**config.mk**
```make
export PLATFORM = sky130hd
export DESIGN_NAME = nap_timer_bank
export DESIGN_NICKNAME = d
export VERILOG_FILES = /design/src/rtl/nap_timer_bank.sv
export SDC_FILE = /design/constraint.sdc
export NUM_CORES = 1
export LEC_CHECK = 0
export CAP_MARGIN = 20
export CORE_MARGIN = 1
export CORE_UTILIZATION = 51
export CTS_CLUSTER_DIAMETER = 30
export DETAILED_ROUTE_END_ITERATION = 7
export PLACE_DENSITY = 0.87
export SYNTH_ARGS = -nofsm -noshare
export SYNTH_HDL_FRONTEND = slang
export SYNTH_SLANG_ARGS = --single-unit
```
**constraint.sdc**
```tcl
create_clock -name clock -period 2.71 [get_ports clock]
set_input_delay 0.271 -clock clock [delete_from_list [all_inputs] [get_ports clock]]
set_output_delay 0.271 -clock clock [all_outputs]
set_load 0.02 [all_outputs]
```
**src/rtl/nap_timer_bank.sv**
```systemverilog
// Multi-channel BCD HH:MM:SS nap countdown bank with a shared 1 s tick,
// per-channel load/start/pause/cancel/snooze/ack lifecycle and bounded ring period.
module nap_timer_bank #(
    parameter int CHANNELS     = 2,
    parameter int CH_W         = 1,
    parameter int TICK_DIV     = 50000000,
    parameter int SNOOZE_MIN   = 5,
    parameter int RING_TIMEOUT = 60
) (
    input  logic                clock,
    input  logic                reset,
    input  logic [CH_W-1:0]     cmd_ch,
    input  logic                load,
    input  logic [23:0]         load_time,
    input  logic                start,
    input  logic                pause,
    input  logic                cancel,
    input  logic                snooze,
    input  logic                ack,
    input  logic [CH_W-1:0]     disp_ch,
    output logic [23:0]         disp_time,
    output logic [CHANNELS-1:0] running,
    output logic [CHANNELS-1:0] ringing,
    output logic                any_ring,
    output logic [CHANNELS-1:0] done,
    output logic                load_err,
    output logic                tick
);

    localparam int DIV_W = (TICK_DIV > 1) ? $clog2(TICK_DIV) : 1;
    localparam int RC_W  = $clog2(RING_TIMEOUT + 1);
    localparam int unsigned NCH = CHANNELS;
    localparam logic [DIV_W-1:0] DIV_LAST    = DIV_W'(TICK_DIV - 1);
    localparam logic [RC_W-1:0]  RING_LAST   = RC_W'(RING_TIMEOUT - 1);
    localparam logic [23:0]      SNOOZE_TIME = {8'h00, 4'(SNOOZE_MIN / 10), 4'(SNOOZE_MIN % 10), 8'h00};

    typedef enum logic [2:0] {
        ST_IDLE,
        ST_LOADED,
        ST_RUN,
        ST_PAUSE,
        ST_RING
    } state_t;

    state_t              state_q [CHANNELS];
    logic [23:0]         time_q  [CHANNELS];
    logic [RC_W-1:0]     ring_q  [CHANNELS];
    logic [DIV_W-1:0]    div_q;
    logic [CHANNELS-1:0] done_q;
    logic                err_q;
    logic [CHANNELS-1:0] hit;
    logic                any_cmd;
    logic                load_ok;
    logic                cmd_err;

    function automatic logic time_valid(input logic [23:0] t);
        logic ok;
        ok = 1'b1;
        for (int unsigned d = 0; d < 6; d++) begin
            if (t[d*4 +: 4] > 4'd9) ok = 1'b0;
        end
        if (t[23:20] > 4'd2) ok = 1'b0;
        if (t[23:20] == 4'd2 && t[19:16] > 4'd3) ok = 1'b0;
        if (t[15:12] > 4'd5) ok = 1'b0;
        if (t[7:4] > 4'd5) ok = 1'b0;
        return ok;
    endfunction

    // Ripple borrow from s1 upward; a zero digit wraps to its own maximum.
    function automatic logic [23:0] bcd_dec(input logic [23:0] t);
        logic [23:0] r;
        logic        borrow;
        r      = t;
        borrow = 1'b1;
        for (int unsigned d = 0; d < 6; d++) begin
            if (borrow) begin
                if (r[d*4 +: 4] != 4'd0) begin
                    r[d*4 +: 4] = r[d*4 +: 4] - 4'd1;
                    borrow      = 1'b0;
                end else begin
                    r[d*4 +: 4] = (d == 1 || d == 3) ? 4'd5 : (d == 5) ? 4'd2 : 4'd9;
                end
            end
        end
        return r;
    endfunction

    assign any_cmd = cancel | load | start | pause | snooze | ack;
    assign load_ok = time_valid(load_time);

    always_comb begin
        hit     = '0;
        cmd_err = 1'b0;
        if (any_cmd) begin
            if (32'(cmd_ch) >= NCH) cmd_err = 1'b1;
            for (int unsigned i = 0; i < NCH; i++) begin
                if (32'(cmd_ch) == i) begin
                    hit[i] = 1'b1;
                    if (!cancel) begin
                        if (load)
                            cmd_err = !(state_q[i] inside {ST_IDLE, ST_LOADED, ST_PAUSE}) || !load_ok;
                        else if (start)
                            cmd_err = !(state_q[i] inside {ST_LOADED, ST_PAUSE}) || (time_q[i] == '0);
                        else if (pause)
                            cmd_err = (state_q[i] != ST_RUN);
                        else
                            cmd_err = (state_q[i] != ST_RING);
                    end
                end
            end
        end
    end

    always_comb begin
        running   = '0;
        ringing   = '0;
        disp_time = '0;
        for (int unsigned i = 0; i < NCH; i++) begin
            running[i] = (state_q[i] == ST_RUN);
            ringing[i] = (state_q[i] == ST_RING);
            if (32'(disp_ch) == i) disp_time = time_q[i];
        end
    end

    assign any_ring = |ringing;
    assign done     = done_q;
    assign load_err = err_q;
    assign tick     = (div_q == DIV_LAST);

    // An addressed channel acts on its command and skips any coincident tick.
    always_ff @(posedge clock) begin
        if (reset) begin
            div_q  <= '0;
            done_q <= '0;
            err_q  <= 1'b0;
            for (int unsigned i = 0; i < NCH; i++) begin
                state_q[i] <= ST_IDLE;
                time_q[i]  <= '0;
                ring_q[i]  <= '0;
            end
        end else begin
            div_q  <= tick ? '0 : div_q + 1'b1;
            err_q  <= cmd_err;
            done_q <= '0;
            for (int unsigned i = 0; i < NCH; i++) begin
                if (hit[i]) begin
                    if (cancel) begin
                        state_q[i] <= ST_IDLE;
                        time_q[i]  <= '0;
                        ring_q[i]  <= '0;
                    end else if (load) begin
                        if ((state_q[i] inside {ST_IDLE, ST_LOADED, ST_PAUSE}) && load_ok) begin
                            time_q[i]  <= load_time;
                            state_q[i] <= ST_LOADED;
                        end
                    end else if (start) begin
                        if ((state_q[i] inside {ST_LOADED, ST_PAUSE}) && time_q[i] != '0)
                            state_q[i] <= ST_RUN;
                    end else if (pause) begin
                        if (state_q[i] == ST_RUN) state_q[i] <= ST_PAUSE;
                    end else if (snooze) begin
                        if (state_q[i] == ST_RING) begin
                            state_q[i] <= ST_RUN;
                            time_q[i]  <= SNOOZE_TIME;
                        end
                    end else if (ack) begin
                        if (state_q[i] == ST_RING) state_q[i] <= ST_IDLE;
                    end
                end else if (tick) begin
                    case (state_q[i])
                        ST_RUN: begin
                            if (time_q[i] == 24'h000001) begin
                                time_q[i]  <= '0;
                                state_q[i] <= ST_RING;
                                done_q[i]  <= 1'b1;
                                ring_q[i]  <= '0;
                            end else begin
                                time_q[i] <= bcd_dec(time_q[i]);
                            end
                        end
                        ST_RING: begin
                            if (ring_q[i] == RING_LAST) begin
                                state_q[i] <= ST_IDLE;
                                ring_q[i]  <= '0;
                            end else begin
                                ring_q[i] <= ring_q[i] + 1'b1;
                            end
                        end
                        default: ;
                    endcase
                end
            end
        end
    end

endmodule

```
==> Implementation_results.wiki <==
{| class="wikitable"
! Metric !! Value
|-
| Post-Syn Nets || 642
|-
| Parity-gate share of the synthesized area counting xor and xnor cells || 6.321%
|-
| Via count of the first global-routing pass || 4975
|-
| Source-to-sink clock delay at the later pin of the worst-skew pair || 0.37 ns
|-
| Area share of the largest cell type after synthesis || a little over a third
|-
| Placement-stage cell area || 6685 um2
|-
| Async SR Flop Fraction || 0%
|-
| Maximum root-to-sink buffer count || 2
|-
| Largest family of logic cells by synthesized area || simple AND/OR/NAND/NOR gates
|-
| Placeable core area || 10420 um2
|-
| Input/output buffers || 66
|-
| Final instance count without filler cells || approximately 850
|-
| Global routing met3 resource utilization || 5.947%
|-
| CTS buffer count || 9
|-
| Cell total after placement || approximately 840
|-
| Areal power density over the cells || between 400 and 500 nW/um2
|-
| Clock root cell || clkbuf_8
|-
| Met2 layer usage reported by global route || between 40 and 50%
|-
| Final cycle utilization of the critical path || around 96%
|-
| Share of layout cells above drive strength 1 || 16.04%
|-
| Final standard cell area without fillers || 6887 um2
|-
| Clock transition at the register clock pins on the worst setup and hold paths after CTS || 0.09 ns
|-
| Finish-stage setup viols || 0
|-
| Max-Cap Viols || 0
|-
| Arrival time of data at the critical path endpoint || 2.74 ns
|-
| HPWL reported at the end of detailed placement || 11.44 mm
|-
| Area fraction in compound gates after synthesis || 12.60%
|-
| Relative slew slack || 38.52%
|-
| Main area contributors after synthesis || edfxtp_1 36%, dfxtp_1 10%, nor2_1 5.3%
|-
| Initial core utilization || 53.21%
|-
| IR Drop Worst-Case VDD || between 0.0003 and 0.0004 V
|-
| Initial DRC Count || a little over 500
|-
| Detailed-route via count || 5122
|-
| Gate count of the mapped netlist || about 600
|-
| Measured slew at the worst slew-check pin || ~0.9 ns
|-
| CP endpoint kind || flop
|-
| Final worst path period need || about 2.6 ns
|-
| Area of combinational cells with multiple inputs || 2818 um2
|-
| Dominant register cell in the synthesized netlist || edfxtp_1
|-
| Rows || 37
|-
| Run status || finished clean
|-
| Peak-usage layer in the global routing report || met2
|-
| Die area || 11290 um2
|-
| Final number of hold-violating endpoints || 0
|-
| Summed instance area of the synthesized netlist || 5543 um2
|-
| Aggregate routed wire length || 14.88 mm
|-
| Setup repair after global routing missed its margin || false
|-
| Placer congestion estimate || 0.9523
|-
| Number of remaining DRC errors || 0
|-
| Clock tree from TritonCTS || done
|-
| Number of antenna repair diodes || 0
|-
| Area delta synth->final || 24.24%
|-
| Maximum level of the CTS H-tree || 3
|-
| Pre-Repair DR Iteration Count || 5
|-
| Most instantiated library cell after synthesis || nor2_1
|-
| Average routed wire per standard cell || 17.44 um
|-
| Required time of the critical path || 2.85 ns
|-
| Category of the most critical setup path || reg2reg
|-
| First-pass GRT wire length || 23.91 mm
|-
| Largest net degree at the start of global routing || 27
|-
| Final Max Tran Viols || 0
|-
| Seq cells post-synth || 95
|-
| EDFF count, synth || 66
|-
| Chip width || 106.3 um
|-
| Commonest cells in the netlist || 78 x nor2_1, 70 x nand2_1, 66 x edfxtp_1
|-
| Register area || approximately 2600 um2
|-
| CP Launch Type || flop
|-
| Global routing met1 resource utilization || 34.46%
|-
| Number of buffers added to fix hold violations after cts || 0
|-
| Critical path peak fanout || 10
|-
| Number of nets in the finished design || 751
|-
| Number of antenna violations at the first check in global routing || 0
|-
| Total Routing Usage GR || 27.29%
|-
| Count of filler cells inserted in the layout || 786
|-
| Post-synthesis mux area share || 5.079%
|-
| Gr ovfl total || 0
|-
| Cell accounting for the most synthesized area || edfxtp_1
|-
| Min-delay worst type || reg2reg
|-
| Top-level port count || between 60 and 70
|-
| Largest clock skew in the final design || 0.007558 ns
|-
| Via density || about 6
|-
| Fraction of the mapped netlist area in simple logic gates || roughly a quarter
|-
| Count of cell types in the netlist || 62
|-
| Clock sink count || 95
|-
| Yosys warning total || 0
|-
| Vertical die dimension || 106.3 um
|-
| Static Leakage || ~0.0025 uW
|-
| Synthesized area per cell || 9.192 um2
|-
| Remaining antenna violation count after routing || 0
|-
| Share of the yosys chip area belonging to registers || 46.23%
|-
| Fraction of the mapped netlist area in adder cells || 1.129%
|-
| Maximum clock frequency || 384.5 MHz
|-
| Setup TNS || 0 ns
|}
cell type report:
| class | count | area share (%) |
|---|---|---|
| Sequential cell | 95 | 37.21 |
| Clock buffer | 14 | 2.362 |
| Inverter | 22 | 1.199 |
| Tap cell | 136 | 2.471 |
| Clock inverter | 2 | 0.1999 |
| Multi-Input combinational cell | 464 | 40.92 |
| Timing Repair Buffer | 120 | 15.64 |
worst max-delay path, stage by stage (launching register included):
cell	delay, ns
dfxtp_1	0.34
ha_1	0.30
nand4_1	0.15
or3_4	0.14
clkinv_1	0.28
a211oi_1	0.84
a21oi_1	0.12
buf_4	0.21
worst paths after layout:
| kind | slack (ns) | from | cells past startpoint | to |
|---|---|---|---|---|
| worst max-delay path | 0.11 | div_q[0] | 7 | time_q[1][14] |
| worst min-delay path | 0.47 | div_q[0] | 1 | div_q[0] |
| worst max register to register | 0.11 | div_q[0] | 7 | time_q[1][14] |
| worst min register to register | 0.47 | div_q[0] | 1 | div_q[0] |
flip-flops by register name, summed over array words and instances (netlist names):
name      cells
div_q        26
done          2
load_err      1
ring_q       12
state_q       6
time_q       48
report_power, final:
group	total, uW	switching (uW)	internal (uW)
Sequential	1670	63.3	1600
Clock	864	477	388
Combinational	477	244	233
Total	3010	785	2220
placed cells by master, fill, tap and decap left out, drive strengths merged, types with 3 or more instances in the layout:
master | Yosys | final
nor4 | 12 | 12
o21a | 6 | 6
nor3b | 7 | 7
nand4 | 13 | 13
clkdlybuf4s50 | 0 | 65
nor3 | 26 | 26
and4 | 6 | 6
nand3 | 21 | 21
mux2 | 25 | 25
or2 | 4 | 4
inv | 21 | 22
edfxtp | 66 | 66
and3 | 9 | 9
o211ai | 3 | 3
or3 | 4 | 4
nor4b | 3 | 3
dfxtp | 29 | 29
buf | 9 | 54
xnor2 | 23 | 23
nand3b | 4 | 4
nor2 | 84 | 84
clkbuf | 13 | 14
nand2b | 3 | 3
nor2b | 6 | 6
ha | 5 | 5
o31ai | 5 | 5
xor2 | 17 | 17
nand2 | 71 | 71
a21oi | 35 | 35
o311a | 3 | 3
o21ai | 42 | 42
layer usage:
metal  routed length [um]  up-vias
met5                    0        -
met4                  317        0
met3                 1243       25
met2                 7199      262
met1                 6115     2435
li1                     -     2400
logic make-up after synthesis:
group / count (synthesis)
adder cells (fa/ha/maj): 5
AND/OR/NAND/NOR: 280
XOR/XNOR: 40
AO/OA/AOI/OAI: 114
multiplexers: 25
flip-flops: 95
buffers and inverters: 44
stage by stage:
stage          util (%)  worst slack, ns  hold slack [ns]  total power (uW)
2_1_floorplan         -          0.02911           0.4188              1921
3_3_place_gp      64.18          0.07770           0.4402              2145
3_5_place_dp      64.18          0.02212           0.4482              2164
4_1_cts           65.92          0.06814           0.4686              3009
5_1_grt           66.11         0.001725           0.4891              3125
6_report          66.11           0.1092           0.4691              3008
timing repair:
item / in CTS / in global routing
pin swaps: 0 / 1
endpoints found under the setup margin: 1 / 40
gates resized for setup: 2 / 1
setup buffers: 0 / 2
Power figures use the tool's default switching activity.
==> RTL edit 1: new RTL, same flow settings <==
The parameter `CHANNELS` goes from 2 to 1.
--- a/src/rtl/nap_timer_bank.sv
+++ b/src/rtl/nap_timer_bank.sv
@@ -2,5 +2,5 @@
 // per-channel load/start/pause/cancel/snooze/ack lifecycle and bounded ring period.
 module nap_timer_bank #(
-    parameter int CHANNELS     = 2,
+    parameter int CHANNELS     = 1,
     parameter int CH_W         = 1,
     parameter int TICK_DIV     = 50000000,
Interface: changed (resized done, ringing and running); port bits go from 67 to 64. The function was not compared with the original's and may differ.
==> RTL edit 1 against the original RTL <==
- count of clock-buffer cells in the layout down 5
- via count down 40%
- synthesized area down 39%
- worst setup slack better by 0.033 ns
- final area down 34%
- routed wire length down 44%
- critical path depth down 1
- sequential cell count down 34
- total power down 27%
- sequential power down 38%
- clock power up 4.1%
- synthesized cell count down 39%
- critical path type unchanged
- largest cell class unchanged
==> RTL edit 1: results (changes against the original RTL) <==
Run status
Outcome: completed (unchanged).

Critical path
The arrival time at the worst endpoint is 2.61 ns (was 2.74 ns). The number of cells on the worst reg-to-reg path is 6 (was 7). The gate family responsible for the most delay along the worst path is simple AND/OR/NAND/NOR gates (was compound AO/OA/AOI/OAI gates). The maximum cell stage delay along the critical path is 0.61 ns (was 0.84 ns). The highest net fanout along the worst path was 9 (was 10).

The register-to-register setup slack is 0.14 ns (was 0.11 ns). The origin of the critical flop-to-flop path is div_q[1]$_SDFF_PP0_ (was div_q[0]$_SDFF_PP0_).

Route
The count of routing violations after the opening detailed-route iteration is 190 (was 512). The ratio of routed vias to standard cells was 5.70 (was 6.00). The wire length per cell is 15.3 um (was 17.4 um).

Synthesis
The sequential cell area fraction in the yosys report is 45.5% (was 46.2%). The number of enable-type register cells in the synthesized netlist was 33 (was 66). The number of nets in the synthesized netlist is 405 (was 642).

Finish
The fraction of final layout cells with drive strength greater than 1 is 12.2% (was 16.0%). The number of filler cells placed in the layout is 481 (was 786). Registers with the most flip-flops: div_q: 26 flops, time_q: 24 flops, ring_q: 6 flops (was time_q: 48 flops, div_q: 26 flops, ring_q: 12 flops).

Clock tree
The post-CTS clock slew at the launch and capture registers of the worst setup and hold paths was 0.07 ns (was 0.09 ns).

Power and ir drop
The leakage power of the design is 1.71 nW (was 2.49 nW). The maximum vdd ir drop is 0.394 mV (was 0.350 mV).

GRT
The total global routing track utilization came to 24.9% (was 27.3%). The pin count of the biggest net entering global routing is 25 (was 27). The number of global-route vias before repair came to 3012 (was 4975).

Placement
The total of buffers placed on input and output ports came to 63 (was 66). The placer's final routability congestion estimate was 0.899 (was 0.952).

STA
The worst hold margin is 0.514 ns (was 0.469 ns).

Worst hold path
The sink of the worst hold path was div_q[24]$_SDFF_PP0_ (was div_q[0]$_SDFF_PP0_).
-- RTL edit 1: cell count changes in the layout (fill, tap and decap cells not counted), sizes merged, moves of 10 or more --
cell and delta:
inv -14, a21oi -20, nand2 -53, nor2b +17
o21ai -27, mux2 -25, xnor2 -10, nor2 -27
edfxtp -33, buf -23
-- RTL edit 1: through the flow --
stage / std cells / power (mW) / TNS [ns]
floorplan: 368 / 1.17 / 0
global placement: 527 / 1.30 / 0
detailed placement: 527 / 1.31 / -0.561
CTS: 543 / 2.20 / 0
global route: 543 / 2.27 / 0
finish: 543 / 2.19 / 0
-- RTL edit 1: layer usage --
metal  vias to the layer above  global-route usage, %  wire [um]
met1                      1455                   29.5       3450
met5                         -                      0          0
met2                        96                   43.4       4270
met4                         0                   11.9        135
li1                       1534                      -          -
met3                        10                   4.65        445
-- RTL edit 1: kinds of logic (layout without fill, tap and decap cells) --
| logic type | Yosys count | in the layout | synth area share (%) |
|---|---|---|---|
| AO/OA/AOI/OAI | 67 | 67 | 13.1 |
| XOR/XNOR | 30 | 30 | 7.71 |
| adder cells (fa/ha/maj) | 3 | 3 | 1.10 |
| buffers and inverters | 19 | 117 | 2.86 |
| flip-flops | 61 | 61 | 45.5 |
| AND/OR/NAND/NOR | 188 | 188 | 29.7 |
-- RTL edit 1: area by class of cell --
class	count	area (um^2)	area share (%)
sequential	61	1550	34.3
clock inverter	7	98.8	2.18
timing repair buffer	94	862	19.0
clock buffer	9	124	2.74
inverter	7	26.3	0.580
tap	77	96.3	2.13
multi-input combinational	288	1770	39.1
-- RTL edit 1: where the power goes --
part	internal, mW	switching (mW)	total (mW)
logic	0.133	0.124	0.257
clock network	0.521	0.378	0.899
registers	1.00	0.0326	1.04
-- RTL edit 1: worst max path at each step --
stage | slack, ns | startpoint | cells past startpoint | endpoint
global placement | 0.04 | reset | 6 | time_q[0][19]$_DFFE_PP_
global route | 0.007 | div_q[1]$_SDFF_PP0_ | 5 | time_q[0][17]$_DFFE_PP_
detailed placement | -0.05 | reset | 6 | time_q[0][18]$_DFFE_PP_
floorplan | 0.06 | div_q[0]$_SDFF_PP0_ | 6 | time_q[0][12]$_DFFE_PP_
CTS | 0.005 | div_q[1]$_SDFF_PP0_ | 5 | time_q[0][8]$_DFFE_PP_
finish | 0.14 | div_q[1]$_SDFF_PP0_ | 6 | time_q[0][20]$_DFFE_PP_
-- RTL edit 1: worst register-to-register path, cell delays in order, from the launching register on --
cell,delay [ns]
dfxtp_1,0.37
ha_1,0.21
nand3_1,0.11
or4b_4,0.53
or4_4,0.61
a211o_1,0.30
nand2_1,0.14
-- RTL edit 1: timing repair --
item,4_1_cts,5_1_grt
gates resized for setup,2,5
pin swaps,0,0
endpoints found under the setup margin,5,15
hold buffers,0,0
==> RTL edit 2: new RTL, same flow settings <==
Made on the original files. Compare `div_q` against `DIV_LAST` with >= in place of ==.
--- a/src/rtl/nap_timer_bank.sv
+++ b/src/rtl/nap_timer_bank.sv
@@ -126,5 +126,5 @@
     assign done     = done_q;
     assign load_err = err_q;
-    assign tick     = (div_q == DIV_LAST);
+    assign tick     = (div_q >= DIV_LAST);
 
     // An addressed channel acts on its command and skips any coincident tick.
Formal check against the unedited RTL: same outputs for any inputs over 4 cycles, from zero or initial values and one cycle with reset high; that may be too few to reach the edited logic, so the function may still have changed.
==> RTL edit 2 against the original RTL <==
- worst setup slack worse by 0.025 ns
- routed wire length down 1.5%
- maximum frequency down 0.96%
- sequential share of layout area up 0.53 points
- final area down 1.4%
- die area down 1.8%
- first-iteration DRC count up 15%
- sequential cell count unchanged
- synthesized area down 1.8%
- total power up 1.8%
- core utilization down 0.34 points
- global-route usage down 0.24 points
- largest power group unchanged
- highest routed layer unchanged
==> RTL edit 2: results (changes against the original RTL) <==
Run status
Outcome: completed (unchanged).

Synthesis
The XOR/XNOR share of the synthesized area came to 6.27% (was 6.32%). Main area contributors after synthesis: edfxtp_1, dfxtp_1, nand2_1 (was edfxtp_1, dfxtp_1, nor2_1). Post-synth top cells: nand2_1, nor2_1, edfxtp_1 (was nor2_1, nand2_1, edfxtp_1).

The mux contribution to synthesized area is 4.96% (was 5.08%). The unique cell type count in the Yosys netlist was 61 (was 62). The area fraction in compound gates after synthesis is 12.5% (was 12.6%). The number of nets in the synthesized netlist is 624 (was 642).

Placement
The standard cell area after detailed placement is 6550 um^2 (was 6690 um^2). The detailed placement HPWL was 10.8 mm (was 11.4 mm). The placer's final routability congestion estimate is 0.914 (was 0.952). The minimum setup slack after placement is -0.183 ns (was 0.0221 ns).

Route
The vias after detailed routing was 5068 (was 5122). The total routed wirelength was 14.7 mm (was 14.9 mm). The count of routing violations after the opening detailed-route iteration is 591 (was 512).

Critical path
The library cell contributing the largest single delay on the critical path is or4_1 (was a211oi_1). The arrival time at the worst endpoint is 2.73 ns (was 2.74 ns). The number of cells on the worst reg-to-reg path was 6 (was 7). The maximum cell stage delay along the critical path is 0.54 ns (was 0.84 ns). The highest net fanout along the worst path is 4 (was 10). The gate family responsible for the most delay along the worst path is simple AND/OR/NAND/NOR gates (was compound AO/OA/AOI/OAI gates).

The origin of the critical flop-to-flop path is time_q[1][7]$_SDFFCE_PP0P_ (was div_q[0]$_SDFF_PP0_).

Finish
The fraction of final layout cells with drive strength greater than 1 is 15.9% (was 16.0%). The final-stage net count came to 728 (was 751). Registers with the most flip-flops: time_q: 48 flops, div_q: 26 flops, ring_q: 12 flops (unchanged).

GRT
The global-route wire length before repair is 23.4 mm (was 23.9 mm). The total global routing track utilization was 27.0% (was 27.3%). The number of global-route vias before repair is 4995 (was 4975).

Power and ir drop
The leakage power of the design came to 2.49 nW (about the same). The maximum vdd ir drop was 0.250 mV (was 0.350 mV).

STA
The final clock skew is 0.0108 ns (was 0.00756 ns). The relative slew slack is 56.0% (was 38.5%).

Clock tree
The number of gates resized after CTS came to 0 (was 2).
## RTL edit 2: cell types whose count changed in the layout (fill, tap and decap cells not counted), moves of 6 or more
cell     unedited run  this run
nand2_1            70        80
o31ai_1             5        14
nor2_2              6         0
a21oi_1            35        27
buf_4              53        47
## RTL edit 2: worst paths after layout
path	end	slack [ns]
max reg2reg	state_q[1][1]$_SDFFCE_PP0P_	0.08
min	div_q[0]$_SDFF_PP0_	0.50
max	state_q[1][1]$_SDFFCE_PP0P_	0.08
min reg2reg	div_q[0]$_SDFF_PP0_	0.50
## RTL edit 2: metrics by stage
| step | hold WS, ns | util (%) | setup TNS [ns] | cells |
|---|---|---|---|---|
| after floorplan | 0.415 | - | 0 | 585 |
| after global placement | 0.456 | 63.4 | -2.43 | 813 |
| after detailed placement | 0.470 | 63.4 | -3.99 | 813 |
| after CTS | 0.493 | 65.4 | 0 | 829 |
| after global routing | 0.515 | 65.8 | -0.00461 | 830 |
| final | 0.497 | 65.8 | 0 | 830 |
## RTL edit 2: per-layer routing
| metal | vias up | GRT usage [%] | part of all wire (%) |
|---|---|---|---|
| met1 | 2410 | 31.2 | 39 |
| met4 | 0 | 16.3 | 4.4 |
| li1 | 2333 | - | - |
| met5 | - | 0 | 0 |
| met3 | 60 | 5.75 | 8.2 |
| met2 | 265 | 46.0 | 49 |
## RTL edit 2: final cells by class
class | instances | area [um^2]
sequential | 95 | 2560
multi-input combinational | 450 | 2760
tap | 136 | 170
inverter | 20 | 75.1
clock buffer | 12 | 179
fill | 769 | 3530
timing repair buffer | 113 | 1020
clock inverter | 4 | 23.8
## RTL edit 2: report_power, final
part | switching (mW) | internal (mW) | total, mW | leakage (nW)
clock network | 0.505 | 0.448 | 0.953 | 0.110
registers | 0.0619 | 1.60 | 1.66 | 0.940
logic | 0.229 | 0.215 | 0.444 | 1.44
